## config.mk

```make
export PLATFORM = sky130hd
export DESIGN_NAME = hcf_rr_scheduler
export DESIGN_NICKNAME = d
export VERILOG_FILES = /design/src/rtl/hcf_rr_scheduler.sv
export SDC_FILE = /design/constraint.sdc
export NUM_CORES = 1
export LEC_CHECK = 0
export BUFFER_PORTS_ARGS = -buffer_cell sky130_fd_sc_hd__buf_2
export CAP_MARGIN = 15
export CORE_ASPECT_RATIO = 0.8
export CORE_UTILIZATION = 47
export DETAILED_ROUTE_END_ITERATION = 7
export PLACE_DENSITY = 0.77
export REMOVE_ABC_BUFFERS = 1
export SLEW_MARGIN = 0
export SYNTH_ARGS = -nofsm -noshare
export SYNTH_HDL_FRONTEND = slang
export SYNTH_SLANG_ARGS = --single-unit
```

## constraint.sdc

```tcl
create_clock -name clk -period 7.15 [get_ports clk]
set_input_delay 0.715 -clock clk [delete_from_list [all_inputs] [get_ports clk]]
set_output_delay 0.715 -clock clk [all_outputs]
set_load 0.01 [all_outputs]
```

## src/rtl/hcf_rr_scheduler.sv

```systemverilog
// hcf_rr_scheduler: shares a single HCF engine among NREQ requesters.
// Grants are round-robin from the last served requester. A zero operand is
// resolved locally without using the engine. A watchdog aborts an engine
// operation that never completes.
module hcf_rr_scheduler #(
    parameter int unsigned N       = 8,
    parameter int unsigned NREQ    = 4,
    parameter int unsigned IDW     = 2,
    parameter int unsigned TIMEOUT = 1024
) (
    input  logic                clk,
    input  logic                rst,
    input  logic [NREQ-1:0]     req_valid,
    output logic [NREQ-1:0]     req_ready,
    input  logic [NREQ*N-1:0]   req_a,
    input  logic [NREQ*N-1:0]   req_b,
    output logic                resp_valid,
    output logic [IDW-1:0]      resp_id,
    output logic [N-1:0]        resp_hcf,
    output logic                resp_err,
    output logic                busy,
    output logic                eng_start,
    output logic [N-1:0]        eng_in1,
    output logic [N-1:0]        eng_in2,
    output logic                eng_abort,
    input  logic [N-1:0]        eng_hcf,
    input  logic                eng_done
);

    localparam int unsigned WDW = $clog2(TIMEOUT) + 1;

    typedef enum logic [1:0] {
        S_IDLE  = 2'd0,
        S_ISSUE = 2'd1,
        S_WAIT  = 2'd2,
        S_RESP  = 2'd3
    } state_e;

    state_e           state_q, state_d;
    logic [N-1:0]     a_q, a_d;
    logic [N-1:0]     b_q, b_d;
    logic [IDW-1:0]   id_q, id_d;
    logic [IDW-1:0]   last_q, last_d;
    logic [WDW-1:0]   wd_q, wd_d;
    logic             done_q;
    logic             eng_start_q;
    logic             busy_q;
    logic             resp_valid_q;
    logic [IDW-1:0]   resp_id_q, resp_id_d;
    logic [N-1:0]     resp_hcf_q, resp_hcf_d;
    logic             resp_err_q, resp_err_d;

    logic             found_hi, found_lo;
    logic [IDW-1:0]   idx_hi, idx_lo, gnt_idx;
    logic [N-1:0]     sel_a, sel_b;
    logic             done_rise;

    // Round-robin search: first valid index above last_q, else first valid overall
    always_comb begin
        found_hi = 1'b0;
        found_lo = 1'b0;
        idx_hi   = '0;
        idx_lo   = '0;
        for (int unsigned i = 0; i < NREQ; i++) begin
            if (req_valid[i]) begin
                if (!found_hi && (i > 32'(last_q))) begin
                    found_hi = 1'b1;
                    idx_hi   = IDW'(i);
                end
                if (!found_lo) begin
                    found_lo = 1'b1;
                    idx_lo   = IDW'(i);
                end
            end
        end
        gnt_idx = found_hi ? idx_hi : idx_lo;
    end

    // Operand mux for the granted requester
    always_comb begin
        sel_a = '0;
        sel_b = '0;
        for (int unsigned i = 0; i < NREQ; i++) begin
            if (IDW'(i) == gnt_idx) begin
                sel_a = req_a[i*N +: N];
                sel_b = req_b[i*N +: N];
            end
        end
    end

    // One-hot accept, only while idle; must be same-cycle to complete the handshake
    always_comb begin
        req_ready = '0;
        if ((state_q == S_IDLE) && found_lo) begin
            req_ready = NREQ'(1) << gnt_idx;
        end
    end

    // A done level left over from the previous operation must not count again
    assign done_rise = eng_done & ~done_q;

    // Next-state, datapath updates and the watchdog abort pulse
    always_comb begin
        state_d    = state_q;
        a_d        = a_q;
        b_d        = b_q;
        id_d       = id_q;
        last_d     = last_q;
        wd_d       = wd_q;
        resp_id_d  = resp_id_q;
        resp_hcf_d = resp_hcf_q;
        resp_err_d = resp_err_q;
        eng_abort  = 1'b0;

        case (state_q)
            S_IDLE: begin
                if (found_lo) begin
                    a_d  = sel_a;
                    b_d  = sel_b;
                    id_d = gnt_idx;
                    if ((sel_a == '0) || (sel_b == '0)) begin
                        state_d    = S_RESP;
                        resp_id_d  = gnt_idx;
                        resp_hcf_d = (sel_a == '0) ? sel_b : sel_a;
                        resp_err_d = (sel_a == '0) && (sel_b == '0);
                    end else begin
                        state_d = S_ISSUE;
                    end
                end
            end
            S_ISSUE: begin
                wd_d    = '0;
                state_d = S_WAIT;
            end
            S_WAIT: begin
                if (done_rise) begin
                    state_d    = S_RESP;
                    resp_id_d  = id_q;
                    resp_hcf_d = eng_hcf;
                    resp_err_d = 1'b0;
                end else if (wd_q == WDW'(TIMEOUT - 1)) begin
                    eng_abort  = 1'b1;
                    state_d    = S_RESP;
                    resp_id_d  = id_q;
                    resp_hcf_d = '0;
                    resp_err_d = 1'b1;
                end else begin
                    wd_d = wd_q + WDW'(1);
                end
            end
            S_RESP: begin
                last_d  = id_q;
                state_d = S_IDLE;
            end
            default: begin
                state_d = S_IDLE;
            end
        endcase
    end

    // State and datapath registers; strobes are registered from the next state
    always_ff @(posedge clk) begin
        if (rst) begin
            state_q      <= S_IDLE;
            a_q          <= '0;
            b_q          <= '0;
            id_q         <= '0;
            last_q       <= IDW'(NREQ - 1);
            wd_q         <= '0;
            done_q       <= 1'b0;
            eng_start_q  <= 1'b0;
            busy_q       <= 1'b0;
            resp_valid_q <= 1'b0;
            resp_id_q    <= '0;
            resp_hcf_q   <= '0;
            resp_err_q   <= 1'b0;
        end else begin
            state_q      <= state_d;
            a_q          <= a_d;
            b_q          <= b_d;
            id_q         <= id_d;
            last_q       <= last_d;
            wd_q         <= wd_d;
            done_q       <= eng_done;
            eng_start_q  <= (state_d == S_ISSUE);
            busy_q       <= (state_d != S_IDLE);
            resp_valid_q <= (state_d == S_RESP);
            resp_id_q    <= resp_id_d;
            resp_hcf_q   <= resp_hcf_d;
            resp_err_q   <= resp_err_d;
        end
    end

    assign eng_start  = eng_start_q;
    assign eng_in1    = a_q;
    assign eng_in2    = b_q;
    assign busy       = busy_q;
    assign resp_valid = resp_valid_q;
    assign resp_id    = resp_id_q;
    assign resp_hcf   = resp_hcf_q;
    assign resp_err   = resp_err_q;

endmodule

```

==> metrics.txt <==
synth warn=0; HP Start=eng_in1[7]$_SDFFE_PP0P_; gr usage total=24.5%; ANT cells=0; Worst Hold Class=reg -> reg; GP Congestion=0.867; CTS clock-pin slew for the worst setup and hold paths=90 ps; Synth area leaders=dfxtp_1 (31%), mux2i_1 (13%), a21oi_1 (5.2%), nor3_2 (5.2%), nor2_1 (4.9%); critical path cell sequence=buf_2 -> o21a_1 -> a211oi_4 -> buf_4 -> mux2_2 -> a21oi_1 -> nand3_1 -> a21oi_1 -> nor3_2; first-pass GRT wire length=13,200 µm; Critical Path AT=4020 ps; setup tns final=0 ps; PortBufs=around 110; GR Overflow Total=0; WS Path Type=in -> reg; most used routing layer=met2; Worst path slowest cell=a211oi_4; Routed WL=~8000 µm; Post-synth EDFFs=0; Pwr Density=195 nW/µm²; Initial Util=50.0%; PostCTS Resize Cnt=0; vias per cell=5.58; most frequent cell after synthesis=dfxtp_1; hold_ws=462 ps; maxcap violations=0; Worst Path Max Fanout=23; R2R Setup Slk=approximately 3500 ps; core area=6100 µm²; Area Overhead vs Synth=22.5%; Post-DP HPWL=6250 µm; row count=25; die height=74.1 µm; First-pass DRT Iterations=5; crit end category=flop; Total Nets Final=544; FF+latch count, synth=48; distinct cell type count after synthesis=50; DRT iter0 DRCs=approximately 150; CTS max path bufs=2; Final period util=between 50% and 60%; static leakage=1.67 nW; largest net degree at the start of global routing=31; TritonCTS clock tree=built; Syn Inst Count=357; Seq/Total Area, Yosys=31.5%; Most used DFF post-synth=dfxtp_1; leading area contributor after synthesis=dfxtp_1; relative slew slack=26.9%; Final Slew Violations=0; Root Buffer=clkbuf_8; Die Footprint=6820 µm²; Highest Clock Rate=around 260 MHz; RSZ-0062 raised after global routing=no; average routed wire per standard cell=approximately 15 µm; Final ANT Viol Nets=0; Slew @ Worst Pin=1090 ps; Peak VDD IR=0.0768 mV; asr flop ratio synth=0%; IO Pins=114; TritonCTS Buffers=5; startpoint types=primary input; Die Width=between 90 and 100 µm; layout cell share with drive strength beyond 1=34.9%; synthesized area=just over 3000 µm²; Num Clock Sinks=48; CP Launch Point=req_valid[1]; number of hold buffers added after CTS=0; vias in the first global route=2,797; Final setup viols=0; worst r2r src=last_q[0]$_SDFFE_PP1N_; Worst EP required=7320 ps; post-CTS setup buffer count=0; global routing usage on met2=40.2%; slowest cell delay on critical path=920 ps; top cell type's share of synthesized area=31.5%; Post-synth top cells=dfxtp_1 (48), mux2i_1 (41), nor2_1 (40), nand2_1 (35), a21oi_1 (32); status=finished clean; Critical Path Most Common Cell=a21oi_1; routed vias=3,022; Avg Cell Area, Syn=8.55 µm²; drc violations=0; htree depth=2; Final Hold Vio Count=0; clock skew=10.1 ps; clk_lat worst skew=310 ps; Final min period=3850 ps; met1 Use GR=32.7%; met3 GRT Util=4.09%; initial antenna violation count=0
[logic make-up (layout without fill, tap and decap cells)]
| kind of cell | after synthesis | after routing | synth area share, % |
|---|---|---|---|
| AND/OR/NAND/NOR | 141 | 141 | 25.1 |
| flip-flops | 48 | 48 | 31.5 |
| XOR/XNOR | 9 | 9 | 2.58 |
| adder cells (fa/ha/maj) | 5 | 5 | 2.05 |
| buffers and inverters | 27 | 131 | 5.17 |
| multiplexers | 49 | 49 | 16.4 |
| AO/OA/AOI/OAI | 78 | 78 | 17.2 |
[where the power goes]
part	switching, W	leakage [nW]	internal, W	total, W
Sequential	0.0000137	0.392	0.000290	0.000303
Combinational	0.000127	1.21	0.0000915	0.000219
Clock	0.0000935	0.0614	0.000114	0.000208
Total	0.000234	1.67	0.000496	0.000730
[per-stage QoR]
step / instances / utilization, % / area [µm²] / total power [W] / setup WS (ps)
after floorplan: 337 / - / 2920 / 0.000444 / 3130
after global placement: 534 / 59.3 / 3620 / 0.000520 / 3190
after detailed placement: 534 / 59.3 / 3620 / 0.000525 / 3080
after CTS: 542 / 61.3 / 3740 / 0.000730 / 3320
after global routing: 542 / 61.3 / 3740 / 0.000767 / 3020
final: 542 / 61.3 / 3740 / 0.000730 / 3300
[flip-flops by register name (all words and copies together), names as in the netlist]
name and count:
wd_q 11, eng_in1 8, eng_in2 8, resp_hcf 8
id_q 2, last_q 2, resp_id 2, state_q 2
busy 1, done_q 1, eng_start 1, resp_err 1
resp_valid 1
[worst paths after layout]
| path | end | depth (start not counted) |
|---|---|---|
| worst min-delay path | eng_in1[7]$_SDFFE_PP0P_ | 2 |
| worst max-delay path | resp_hcf[5]$_SDFFE_PP0P_ | 9 |
| worst max register to register | resp_hcf[5]$_SDFFE_PP0P_ | 8 |
| worst min register to register | eng_in1[7]$_SDFFE_PP0P_ | 2 |
[critical path, delay by kind of cell]
family	cells	cell delay, ps
AO/OA/AOI/OAI	4	1830
buffers and inverters	2	620
multiplexers	1	380
AND/OR/NAND/NOR	2	470
[layer usage]
layer	wire, µm	vias up	share of wire [%]
li1	-	1484	-
met1	3780	1386	46
met2	3590	124	44
met3	533	28	6.5
met4	264	0	3.2
met5	0	-	0
[cell usage in the layout, fill, tap and decap left out, drive strengths merged, types with 8 or more instances in the layout]
| master | Yosys | final |
|---|---|---|
| buf | 9 | 116 |
| mux2i | 41 | 41 |
| xor2 | 8 | 8 |
| nor3 | 25 | 25 |
| a21oi | 35 | 35 |
| nor2 | 40 | 40 |
| o22ai | 8 | 8 |
| o21ai | 13 | 13 |
| mux2 | 8 | 8 |
| dfxtp | 48 | 48 |
| nand2 | 35 | 35 |
[final cells by class]
| type | count | area, µm² |
|---|---|---|
| Tap cell | 81 | 101 |
| Clock inverter | 2 | 38.8 |
| Clock buffer | 6 | 82.6 |
| Fill cell | 524 | 2360 |
| Sequential cell | 48 | 961 |
| Inverter | 7 | 26.3 |
| Multi-Input combinational cell | 282 | 1940 |
| Timing Repair Buffer | 116 | 588 |
(Power assumes the default switching activity.)
